--- src/rtl/msk_rnd_pkg.sv ---
// Shared constants and the FSM state type for the masking PRNG.
package msk_rnd_pkg;
    localparam int          STATE_W       = 64;
    // Right-shift Galois taps for x^64+x^63+x^61+x^60+1 (bit e-1 per term x^e).
    localparam logic [63:0] LFSR_POLY     = 64'hD800_0000_0000_0000;
    localparam logic [63:0] ZERO_SEED_SUB = 64'h1;

    typedef enum logic [1:0] {IDLE, WARMUP, RUN} fsm_e;
endpackage

--- src/rtl/msk_rnd_prng_if.sv ---
// Seed input and randomness output handshakes of msk_rnd_prng.
interface msk_rnd_prng_if #(parameter int RND_W = 2);
    logic             seed_valid;
    logic             seed_ready;
    logic [63:0]      seed;
    logic             rnd_valid;
    logic             rnd_ready;
    logic [RND_W-1:0] rnd;
    logic             reseed_req;

    modport master (output seed_valid, seed, rnd_ready,
                    input  seed_ready, rnd_valid, rnd, reseed_req);
    modport slave  (input  seed_valid, seed, rnd_ready,
                    output seed_ready, rnd_valid, rnd, reseed_req);
endinterface

--- src/rtl/msk_lfsr_step.sv ---
// Combinational advance of the 64-bit Galois LFSR by N single-bit steps.
module msk_lfsr_step
    import msk_rnd_pkg::*;
#(
    parameter int N = 1
) (
    input  logic [STATE_W-1:0] i_state,
    output logic [STATE_W-1:0] o_state
);
    always_comb begin
        logic [STATE_W-1:0] w_s;
        w_s = i_state;
        for (int i = 0; i < N; i++)
            w_s = {1'b0, w_s[STATE_W-1:1]} ^ (w_s[0] ? LFSR_POLY : '0);
        o_state = w_s;
    end
endmodule

--- src/rtl/msk_rnd_prng.sv ---
// Seeded LFSR randomness source for masked gadgets, with warm-up after each seed.
// Optional delivered-word counter / reseed request: define MSK_RND_RESEED_REQ_EN.
module msk_rnd_prng
    import msk_rnd_pkg::*;
#(
    parameter int RND_W         = 2,
    parameter int WARMUP_CYCLES = 4,
    parameter int RESEED_PERIOD = 1024
) (
    input  logic         clk,
    input  logic         rst_n,
    msk_rnd_prng_if.slave bus
);
    localparam logic [7:0] WU_LAST = 8'(WARMUP_CYCLES);

    fsm_e               r_fsm, w_fsm_nxt;
    logic [STATE_W-1:0] r_state, w_state_adv, w_seed_ld;
    logic [7:0]         r_wcnt;
    logic [RND_W-1:0]   r_rnd;
    logic               r_vld;
    logic               w_seed_rdy, w_seed_acc, w_hs;
    logic               w_load, w_adv, w_pub;

    msk_lfsr_step #(.N(RND_W)) u_step (.i_state(r_state), .o_state(w_state_adv));

    assign w_seed_rdy = (r_fsm != WARMUP);
    assign w_seed_acc = bus.seed_valid & w_seed_rdy;
    assign w_hs       = (r_fsm == RUN) & r_vld & bus.rnd_ready;
    assign w_seed_ld  = (bus.seed == '0) ? ZERO_SEED_SUB : bus.seed;

    always_ff @(posedge clk or negedge rst_n) begin
        if (!rst_n) r_fsm <= IDLE;
        else        r_fsm <= w_fsm_nxt;
    end

    // A seed offered on a RUN handshake edge wins; the word still counts as consumed.
    always_comb begin
        w_fsm_nxt = r_fsm;
        w_load    = 1'b0;
        w_adv     = 1'b0;
        w_pub     = 1'b0;
        case (r_fsm)
            IDLE: if (w_seed_acc) begin
                w_fsm_nxt = WARMUP;
                w_load    = 1'b1;
            end
            WARMUP: begin
                w_adv = 1'b1;
                if (r_wcnt == WU_LAST) begin
                    w_pub     = 1'b1;
                    w_fsm_nxt = RUN;
                end
            end
            RUN: if (w_seed_acc) begin
                w_fsm_nxt = WARMUP;
                w_load    = 1'b1;
            end else if (w_hs) begin
                w_adv = 1'b1;
                w_pub = 1'b1;
            end
            default: w_fsm_nxt = IDLE;
        endcase
    end

    // WARMUP_CYCLES discarded advances, then the publishing advance on the last edge.
    always_ff @(posedge clk or negedge rst_n) begin
        if (!rst_n) begin
            r_state <= ZERO_SEED_SUB;
            r_rnd   <= '0;
            r_vld   <= 1'b0;
            r_wcnt  <= '0;
        end else begin
            if (w_load) begin
                r_state <= w_seed_ld;
                r_vld   <= 1'b0;
                r_wcnt  <= '0;
            end else if (w_adv) begin
                r_state <= w_state_adv;
            end
            if (r_fsm == WARMUP) r_wcnt <= r_wcnt + 8'd1;
            if (w_pub) begin
                r_rnd <= w_state_adv[RND_W-1:0];
                r_vld <= 1'b1;
            end
        end
    end

    assign bus.seed_ready = w_seed_rdy;
    assign bus.rnd_valid  = r_vld;
    assign bus.rnd        = r_rnd;

`ifdef MSK_RND_RESEED_REQ_EN
    localparam int             CNT_W = $clog2(RESEED_PERIOD + 1);
    localparam logic [CNT_W-1:0] PER = CNT_W'(RESEED_PERIOD);

    logic [CNT_W-1:0] r_dcnt;
    logic             r_req;

    always_ff @(posedge clk or negedge rst_n) begin
        if (!rst_n) begin
            r_dcnt <= '0;
            r_req  <= 1'b0;
        end else if (w_load) begin
            r_dcnt <= '0;
            r_req  <= 1'b0;
        end else if (w_hs && (r_dcnt != PER)) begin
            r_dcnt <= r_dcnt + 1'b1;
            if (r_dcnt == PER - 1'b1) r_req <= 1'b1;
        end
    end

    assign bus.reseed_req = r_req;
`else
    // Always 0 for any legal RESEED_PERIOD; keeps the parameter referenced.
    assign bus.reseed_req = (RESEED_PERIOD < 0);
`endif
endmodule

--- src/flat_wrapper.sv ---
// flat-port wrapper written by rule: the top's interface ports become plain ports
module msk_rnd_prng_flat import msk_rnd_pkg::*;
#(
    parameter int RND_W         = 2,
    parameter int WARMUP_CYCLES = 4,
    parameter int RESEED_PERIOD = 1024
)
  (clk, rst_n, bus_seed_valid, bus_seed, bus_rnd_ready, bus_seed_ready, bus_rnd_valid, bus_rnd, bus_reseed_req);
  msk_rnd_prng_if #(.RND_W(RND_W)) bus_i ();
  input  logic clk;
  input  logic rst_n;
  input wire logic [$bits(bus_i.seed_valid)-1:0] bus_seed_valid;
  input wire logic [$bits(bus_i.seed)-1:0] bus_seed;
  input wire logic [$bits(bus_i.rnd_ready)-1:0] bus_rnd_ready;
  output wire logic [$bits(bus_i.seed_ready)-1:0] bus_seed_ready;
  output wire logic [$bits(bus_i.rnd_valid)-1:0] bus_rnd_valid;
  output wire logic [$bits(bus_i.rnd)-1:0] bus_rnd;
  output wire logic [$bits(bus_i.reseed_req)-1:0] bus_reseed_req;
  assign bus_i.seed_valid = bus_seed_valid;
  assign bus_i.seed = bus_seed;
  assign bus_i.rnd_ready = bus_rnd_ready;
  assign bus_seed_ready = bus_i.seed_ready;
  assign bus_rnd_valid = bus_i.rnd_valid;
  assign bus_rnd = bus_i.rnd;
  assign bus_reseed_req = bus_i.reseed_req;
  msk_rnd_prng #(.RND_W(RND_W), .WARMUP_CYCLES(WARMUP_CYCLES), .RESEED_PERIOD(RESEED_PERIOD)) u_core (.clk(clk), .rst_n(rst_n), .bus(bus_i));
endmodule
--- config.mk ---
export PLATFORM = sky130hd
export DESIGN_NAME = msk_rnd_prng_flat
export DESIGN_NICKNAME = d
export VERILOG_FILES = /design/src/rtl/msk_rnd_pkg.sv /design/src/rtl/msk_rnd_prng_if.sv /design/src/rtl/msk_lfsr_step.sv /design/src/rtl/msk_rnd_prng.sv /design/src/flat_wrapper.sv
export SDC_FILE = /design/constraint.sdc
export NUM_CORES = 1
export LEC_CHECK = 0
export BUFFER_PORTS_ARGS = -buffer_cell sky130_fd_sc_hd__buf_2
export CORE_UTILIZATION = 59
export CTS_CLUSTER_DIAMETER = 60
export DETAILED_ROUTE_END_ITERATION = 10
export HOLD_SLACK_MARGIN = 0.02
export PLACE_DENSITY = 0.94
export SYNTH_ARGS = -nofsm -noshare
export SYNTH_HDL_FRONTEND = slang
export SYNTH_SLANG_ARGS = --single-unit
--- constraint.sdc ---
create_clock -name clk -period 3.2 [get_ports clk]
set_input_delay 0.64 -clock clk [delete_from_list [all_inputs] [get_ports clk]]
set_output_delay 0.64 -clock clk [all_outputs]
set_load 0.01 [all_outputs]
==> results of run 1 <==
power by group:
group | switching (W) | internal (W) | total (W) | leakage [nW]
clock network | 0.000370 | 0.000380 | 0.000750 | 0.106
registers | 0.000313 | 0.00144 | 0.00175 | 0.966
logic | 0.00110 | 0.000935 | 0.00203 | 1.06
logic make-up (layout without fill, tap and decap cells):
kind of cell | after synthesis | after routing
buf+inv | 34 | 98
simple gates | 122 | 122
mux | 5 | 5
flops | 77 | 77
fa+ha+maj | 5 | 5
other cells | 1 | 1
xor+xnor | 7 | 7
compound gates | 83 | 83
registers in the layout, summed over array words and instances, names as in the netlist:
signal and cells:
u_core.r_fsm 2, u_core.bus.rnd_valid 1, u_core.bus.rnd 2, u_core.r_state 64, u_core.r_wcnt 8
synth_stat cells, drive strengths merged:
| cell | instances | area [µm²] |
|---|---|---|
| dfrtp | 76 | 1902 |
| and3 | 57 | 356.6 |
| a221o | 56 | 560.5 |
| clkbuf | 22 | 82.58 |
| nand2 | 20 | 75.07 |
| nor4 | 17 | 121.4 |
| o21ai | 13 | 68.82 |
| nor2 | 11 | 41.29 |
| a21oi | 7 | 35.03 |
| buf | 7 | 36.28 |
| xor2 | 7 | 61.31 |
| nand4 | 6 | 37.54 |
| ha | 5 | 62.56 |
| inv | 5 | 18.76 |
| nand3 | 4 | 20.02 |
| mux2i | 3 | 30.03 |
| o31ai | 3 | 22.52 |
| mux2 | 2 | 22.52 |
| nor2b | 2 | 12.51 |
| or4 | 2 | 18.77 |
| a22oi | 1 | 7.510 |
| and4b | 1 | 10.01 |
| conb | 1 | 3.750 |
| dfstp | 1 | 26.28 |
| nor3 | 1 | 5.000 |
| o211ai | 1 | 7.510 |
| o21a | 1 | 7.510 |
| o32ai | 1 | 8.760 |
| or2 | 1 | 6.260 |
final cells by class:
class | count | area, µm²
Sequential cell | 77 | 1928
Fill cell | 410 | 1675
Multi-Input combinational cell | 223 | 1627
Timing Repair Buffer | 77 | 412.9
Clock buffer | 10 | 137.6
Tap cell | 75 | 93.84
Clock inverter | 6 | 62.56
Inverter | 5 | 18.77
per-layer routing:
layer  track usage [%]  vias to the layer above
met1             42.20                     1619
met2             49.92                      227
met3             8.989                       45
li1                  -                     1417
met5                 0                        -
met4             15.18                        0
worst max path at each step:
| stage | end | slack [ns] |
|---|---|---|
| after floorplan | u_core.r_state[10]$_DFFE_PN0P_ | 1.36 |
| after global placement | u_core.r_state[0]$_DFFE_PN1P_ | 0.93 |
| after detailed placement | u_core.r_state[15]$_DFFE_PN0P_ | 0.87 |
| after CTS | u_core.r_state[16]$_DFFE_PN0P_ | 0.80 |
| after global routing | u_core.r_state[16]$_DFFE_PN0P_ | 0.60 |
| final | u_core.r_state[16]$_DFFE_PN0P_ | 0.75 |
critical path, cell delays in order, from the launching register on:
cell     delay, ns
dfrtp_1       0.37
inv_1         0.08
ha_1          0.33
nor2b_1       0.35
o21ai_4       0.35
buf_4         0.32
and3_1        0.23
a221o_1       0.29
through the flow:
step	utilization, %	hold WS [ns]	instance area, µm²	power (W)
floorplan	-	0.3444	3669	0.003172
global placement	68.51	0.4712	4080	0.003588
detailed placement	68.51	0.4761	4080	0.003682
CTS	71.87	0.4067	4280	0.004483
global route	71.87	0.4301	4280	0.004792
finish	71.87	0.3699	4280	0.004535
==> flow_summary_export.csv, run 1 <==
group,metric,value,unit
drt,m1WireLength,3935,µm
worst_hold_path,worstHoldPathType,"primary input to async pin",
yosys,synth_top_family_by_area,"compound AO/OA/AOI/OAI gates",
worst_setup_path,reg2reg_to,"u_core.r_state[16]$_DFFE_PN0P_",
drt,wl_met3,896,µm
worst_setup_path,required,3.44,ns
power,power_density,1059,nW/µm²
sta,fmax,0.4075,GHz
yosys,synth.avg_cell_area,10.98,µm²
clock_network,h-tree-depth,3,
yosys,ys_seq_area_share,52.56,%
yosys,yosys.area_share.simple,19.20,%
clock_network,cts_buffers,9,
yosys,synth-adder-area-share,1.705,%
final_layout,final_common_cell,"dfrtp_1",
worst_setup_path,path_max_fanout,48,
worst_setup_path,arrival,2.70,ns
floorplanning,fp.dieW,80.86,µm
job,maxCapViolCount,0,
worst_setup_path,cp-startpoint,"u_core.r_fsm[1]$_DFFE_PN0P_",
yosys,muxShareOfSynthArea,1.432,%
worst_setup_path,critPathLaunchType,"register",
clock_network,cts_tree,"built",
sta,slew_viol_final,0,
yosys,syn-instance-count,334,
yosys,ys_ff_latch,77,
global_route,grt_pass1_wl,15650,µm
placed_design,place_inst,457,
global_route,grt_pass1_vias,3207,
global_route,antenna_found_initial,0,
sta,worstMarginPinSlew,1.000,ns
final_layout,layout-drive-gt1-share,25.63,%
power,p_leak,2.131,nW
clock_network,path_clk_slew,0.08,ns
status,status,"complete, no violations",
sta,layout_setup_ws,0.7459,ns
yosys,synth_compound_area_share,19.58,%
sta,setup_tns,0,ns
clock_network,post-cts-setup-buffers,0,
drt,vias,3308,
global_route,overflow,0,
yosys,syn_nets,407,
drt,ant_nets,0,
worst_setup_path,rr_worst_depth,7,
final_layout,finish.net_count,466,
clock_network,ctsHoldBuffers,0,
drt,met2_length,4561,µm
worst_setup_path,crit-reg2reg-launch,"u_core.r_fsm[1]$_DFFE_PN0P_",
clock_network,cts_root_buffer,"clkbuf_8",
placed_design,routabilityCongestion,0.8837,
sta,finalHoldViolCount,0,
final_layout,layout_common_cells,"dfrtp_1 (76), buf_2 (71), and3_1 (57)",
placed_design,dp_worst_setup_slack,0.8704,ns
worst_setup_path,endpoint_kind,"register",
yosys,synth_xor_area_share,1.671,%
final_layout,antenna_cells,0,
worst_setup_path,crit_type,"register to register",
yosys,ys_types,36,
final_layout,area_growth_syn_to_layout,16.68,%
worst_setup_path,r2r_setup_slack,0.75,ns
drt,wire_per_inst,20.62,µm
final_layout,fin_cells,473,
drt,drc,0,
floorplanning,core-area,5956,µm²
sta,setup_viol,0,
sta,rsz0062_at_grt,"no",
clock_network,insertion_delay,0.36,ns
drt,dr.max_layer_used,"met4",
floorplanning,io_pins,73,
floorplanning,die_h,80.86,µm
placed_design,post-dp-hpwl,5998,µm
global_route,grt_max_degree,68,
power,peakVddDrop,0.0009450,V
clock_network,clk_path_buf_depth,2,
sta,fin_crit_sh,76.69,%
floorplanning,dieArea,6538,µm²
floorplanning,initial_core_util,61.60,%
drt,drt-vias-per-instance,6.994,
clock_network,post_cts_resized,0,
drt,first_pass_iters,5,
placed_design,io_buffers,71,
sta,finalCriticalPeriod,2.454,ns
sta,fin_skew,0.007486,ns
drt,routed_wl,9751,µm
yosys,yosysWarnings,0,
floorplanning,rows,28,
yosys,netlist_area,3669,µm²
sta,slew_headroom,33.06,%
global_route,grtUsageTotal,32.32,%
clock_network,numClockSinks,77,
drt,drtIter0Drc,461,
Power figures use the tool's default switching activity.
==> run 2, diff against run 1 <==
CORE_UTILIZATION = 50   (was 59)
PLACE_DENSITY = 0.85   (was 0.94)
clock period = 2.08 ns   (was 3.2 ns; I/O delays follow)
==> run 2 against run 1 <==
  * Routed wire length up 3.8%
  * Global-route usage down 4.5 points
  * Via count up 0.51%
  * Clock skew up 0.0016 ns
  * Critical path depth down 1
  * Hold slack worse by 0.29 ns
  * Final cell count up 8.2%
  * Core utilization down 6.2 points
  * First-iteration DRC count down 19%
  * Die area up 18%
==> flow_summary_export.csv, run 2 (synthesized netlist as in run 1, its figures left out) <==
group,metric,value,unit
sta,rsz0062_at_grt,"no",
final_layout,largest_reg_flops,64,
power,power_density,1608,nW/µm²
final_layout,finish.net_count,484,
floorplanning,rows,30,
global_route,overflow,0,
drt,routed_wl,10120,µm
power,peakVddDrop,0.0009839,V
global_route,antenna_found_initial,0,
job,maxCapViolCount,0,
worst_setup_path,cp_cell_sequence,"inv_1 > buf_4 > ha_2 > buf_6 > inv_4 > buf_2",
final_layout,largest-register,"u_core.r_state",
final_layout,n_fill_cell,523,
floorplanning,dieArea,7683,µm²
global_route,grtUsageTotal,27.82,%
sta,setup_tns,0,ns
sta,finalCriticalPeriod,1.992,ns
placed_design,post_dp_cell_area,4237,µm²
clock_network,clk_path_buf_depth,2,
worst_setup_path,critPathLaunchType,"register",
drt,drt-vias-per-instance,6.494,
worst_setup_path,crit-reg2reg-launch,"u_core.r_fsm[1]$_DFFE_PN0P_",
clock_network,insertion_delay,0.36,ns
worst_setup_path,crit_type,"register to output port",
drt,wire_per_inst,19.77,µm
worst_setup_path,cp.buffers_inverters,5,
clock_network,path_clk_slew,0.08,ns
placed_design,post-dp-hpwl,6277,µm
clock_network,cts_tree,"built",
final_layout,antenna_cells,0,
worst_setup_path,endpoint_kind,"output port",
worst_setup_path,reg2reg_to,"u_core.r_state[38]$_DFFE_PN0P_",
sta,finalHoldViolCount,0,
final_layout,utilization,65.68,%
drt,drc,0,
clock_network,h-tree-depth,3,
floorplanning,fp.dieW,87.66,µm
sta,setup_viol,0,
final_layout,register_area,1928,µm²
sta,layout_setup_ws,0.08769,ns
power,p_leak,2.219,nW
placed_design,io_buffers,71,
worst_setup_path,arrival,1.58,ns
final_layout,area_growth_syn_to_layout,24.32,%
worst_setup_path,r2r_setup_slack,0.11,ns
final_layout,layout-drive-gt1-share,29.81,%
sta,worstMarginPinSlew,0.6352,ns
drt,vias,3325,
clock_network,cts_root_buffer,"clkbuf_8",
worst_setup_path,rr_worst_depth,7,
worst_setup_path,cp_slowest_cell,"dfrtp_1",
sta,slew_viol_final,0,
drt,first_pass_iters,5,
worst_setup_path,path_max_fanout,10,
drt,ant_nets,0,
worst_setup_path,required,1.66,ns
drt,drtIter0Drc,375,
global_route,grt_max_degree,78,
clock_network,cts_buffers,9,
placed_design,routabilityCongestion,0.8836,
floorplanning,core-area,6944,µm²
sta,fin_crit_sh,95.78,%
final_layout,final_common_cell,"dfrtp_1",
final_layout,multi_input_area,1709,µm²
sta,fmax,0.5019,GHz
placed_design,dp_worst_setup_slack,-0.1809,ns
status,status,"complete, no violations",
floorplanning,io_pins,73,
clock_network,numClockSinks,77,
floorplanning,die_h,87.66,µm
sta,slew_headroom,57.26,%
worst_setup_path,cp_top_family,"buffers and inverters",
global_route,grt_pass1_wl,16150,µm
final_layout,layout_common_cells,"dfrtp_1 (76), buf_2 (71), and3_1 (57)",
floorplanning,initial_core_util,52.83,%
worst_hold_path,worstHoldPathType,"primary input to async pin",
final_layout,final_area,4561,µm²
global_route,grt_pass1_vias,3184,
worst_setup_path,worst_path_largest_cell_delay,0.43,ns
final_layout,top_regs,"u_core.r_state (64), u_core.r_wcnt (8)",
sta,fin_skew,0.009069,ns
run 2: changes by cell type in the layout (fill, tap and decap cells not counted), sizes merged:
cell,delta
buf,+15
o21ai,+3
clkinv,-3
clkinvlp,+3
bufinv,-1
clkbuf,+1
run 2: what timing repair did:
item / CTS / global route
endpoints found under the setup margin: 68 / 44
buffers inserted: 0 / 6
resized for setup: 4 / 9
cloned: 1 / 2
pin swaps: 1 / 2
hold buffers: 0 / 0
run 2: worst max path at each step:
stage	startpoint	end	slack [ns]	cells after the start
floorplan	u_core.r_fsm[0]$_DFFE_PN0P_	u_core.r_state[10]$_DFFE_PN0P_	0.28	7
global placement	u_core.r_fsm[0]$_DFFE_PN0P_	u_core.r_state[60]$_DFFE_PN0P_	-0.10	6
detailed placement	u_core.r_fsm[0]$_DFFE_PN0P_	u_core.r_state[62]$_DFFE_PN0P_	-0.18	6
CTS	u_core.r_fsm[1]$_DFFE_PN0P_	bus_seed_ready	0.05	6
global route	u_core.r_fsm[1]$_DFFE_PN0P_	bus_seed_ready	0.004	6
finish	u_core.r_fsm[1]$_DFFE_PN0P_	bus_seed_ready	0.09	6
run 2: per-stage QoR:
stage / total power, W / cells / hold slack, ns
finish: 0.007333 / 512 / 0.07513
global route: 0.007808 / 512 / 0.09949
CTS: 0.007070 / 504 / 0.1027
detailed placement: 0.005909 / 487 / 0.4826
global placement: 0.005759 / 487 / 0.4695
floorplan: 0.004880 / 334 / 0.1204
run 2: layer usage:
layer / vias up / GRT usage [%] / wire length [µm]
met5: - / 0 / 0
met4: 0 / 8.644 / 233
met3: 24 / 7.352 / 767
met2: 199 / 44.18 / 4903
met1: 1635 / 37.58 / 4219
li1: 1467 / - / -
run 2: report_power, final:
group	total (W)	internal [W]	leakage [nW]	switching (W)
logic	0.00362	0.00176	1.17	0.00186
clock network	0.00103	0.000466	0.0815	0.000567
registers	0.00268	0.00222	0.966	0.000466
run 2: cell type report:
cell class | instances | area share [%]
clock buffers | 11 | 3.100
multi-input cells | 226 | 37.48
clock inverters | 5 | 0.7956
inverters | 5 | 0.4664
well taps | 96 | 2.634
flip-flops and latches | 77 | 42.28
repair buffers | 92 | 13.25
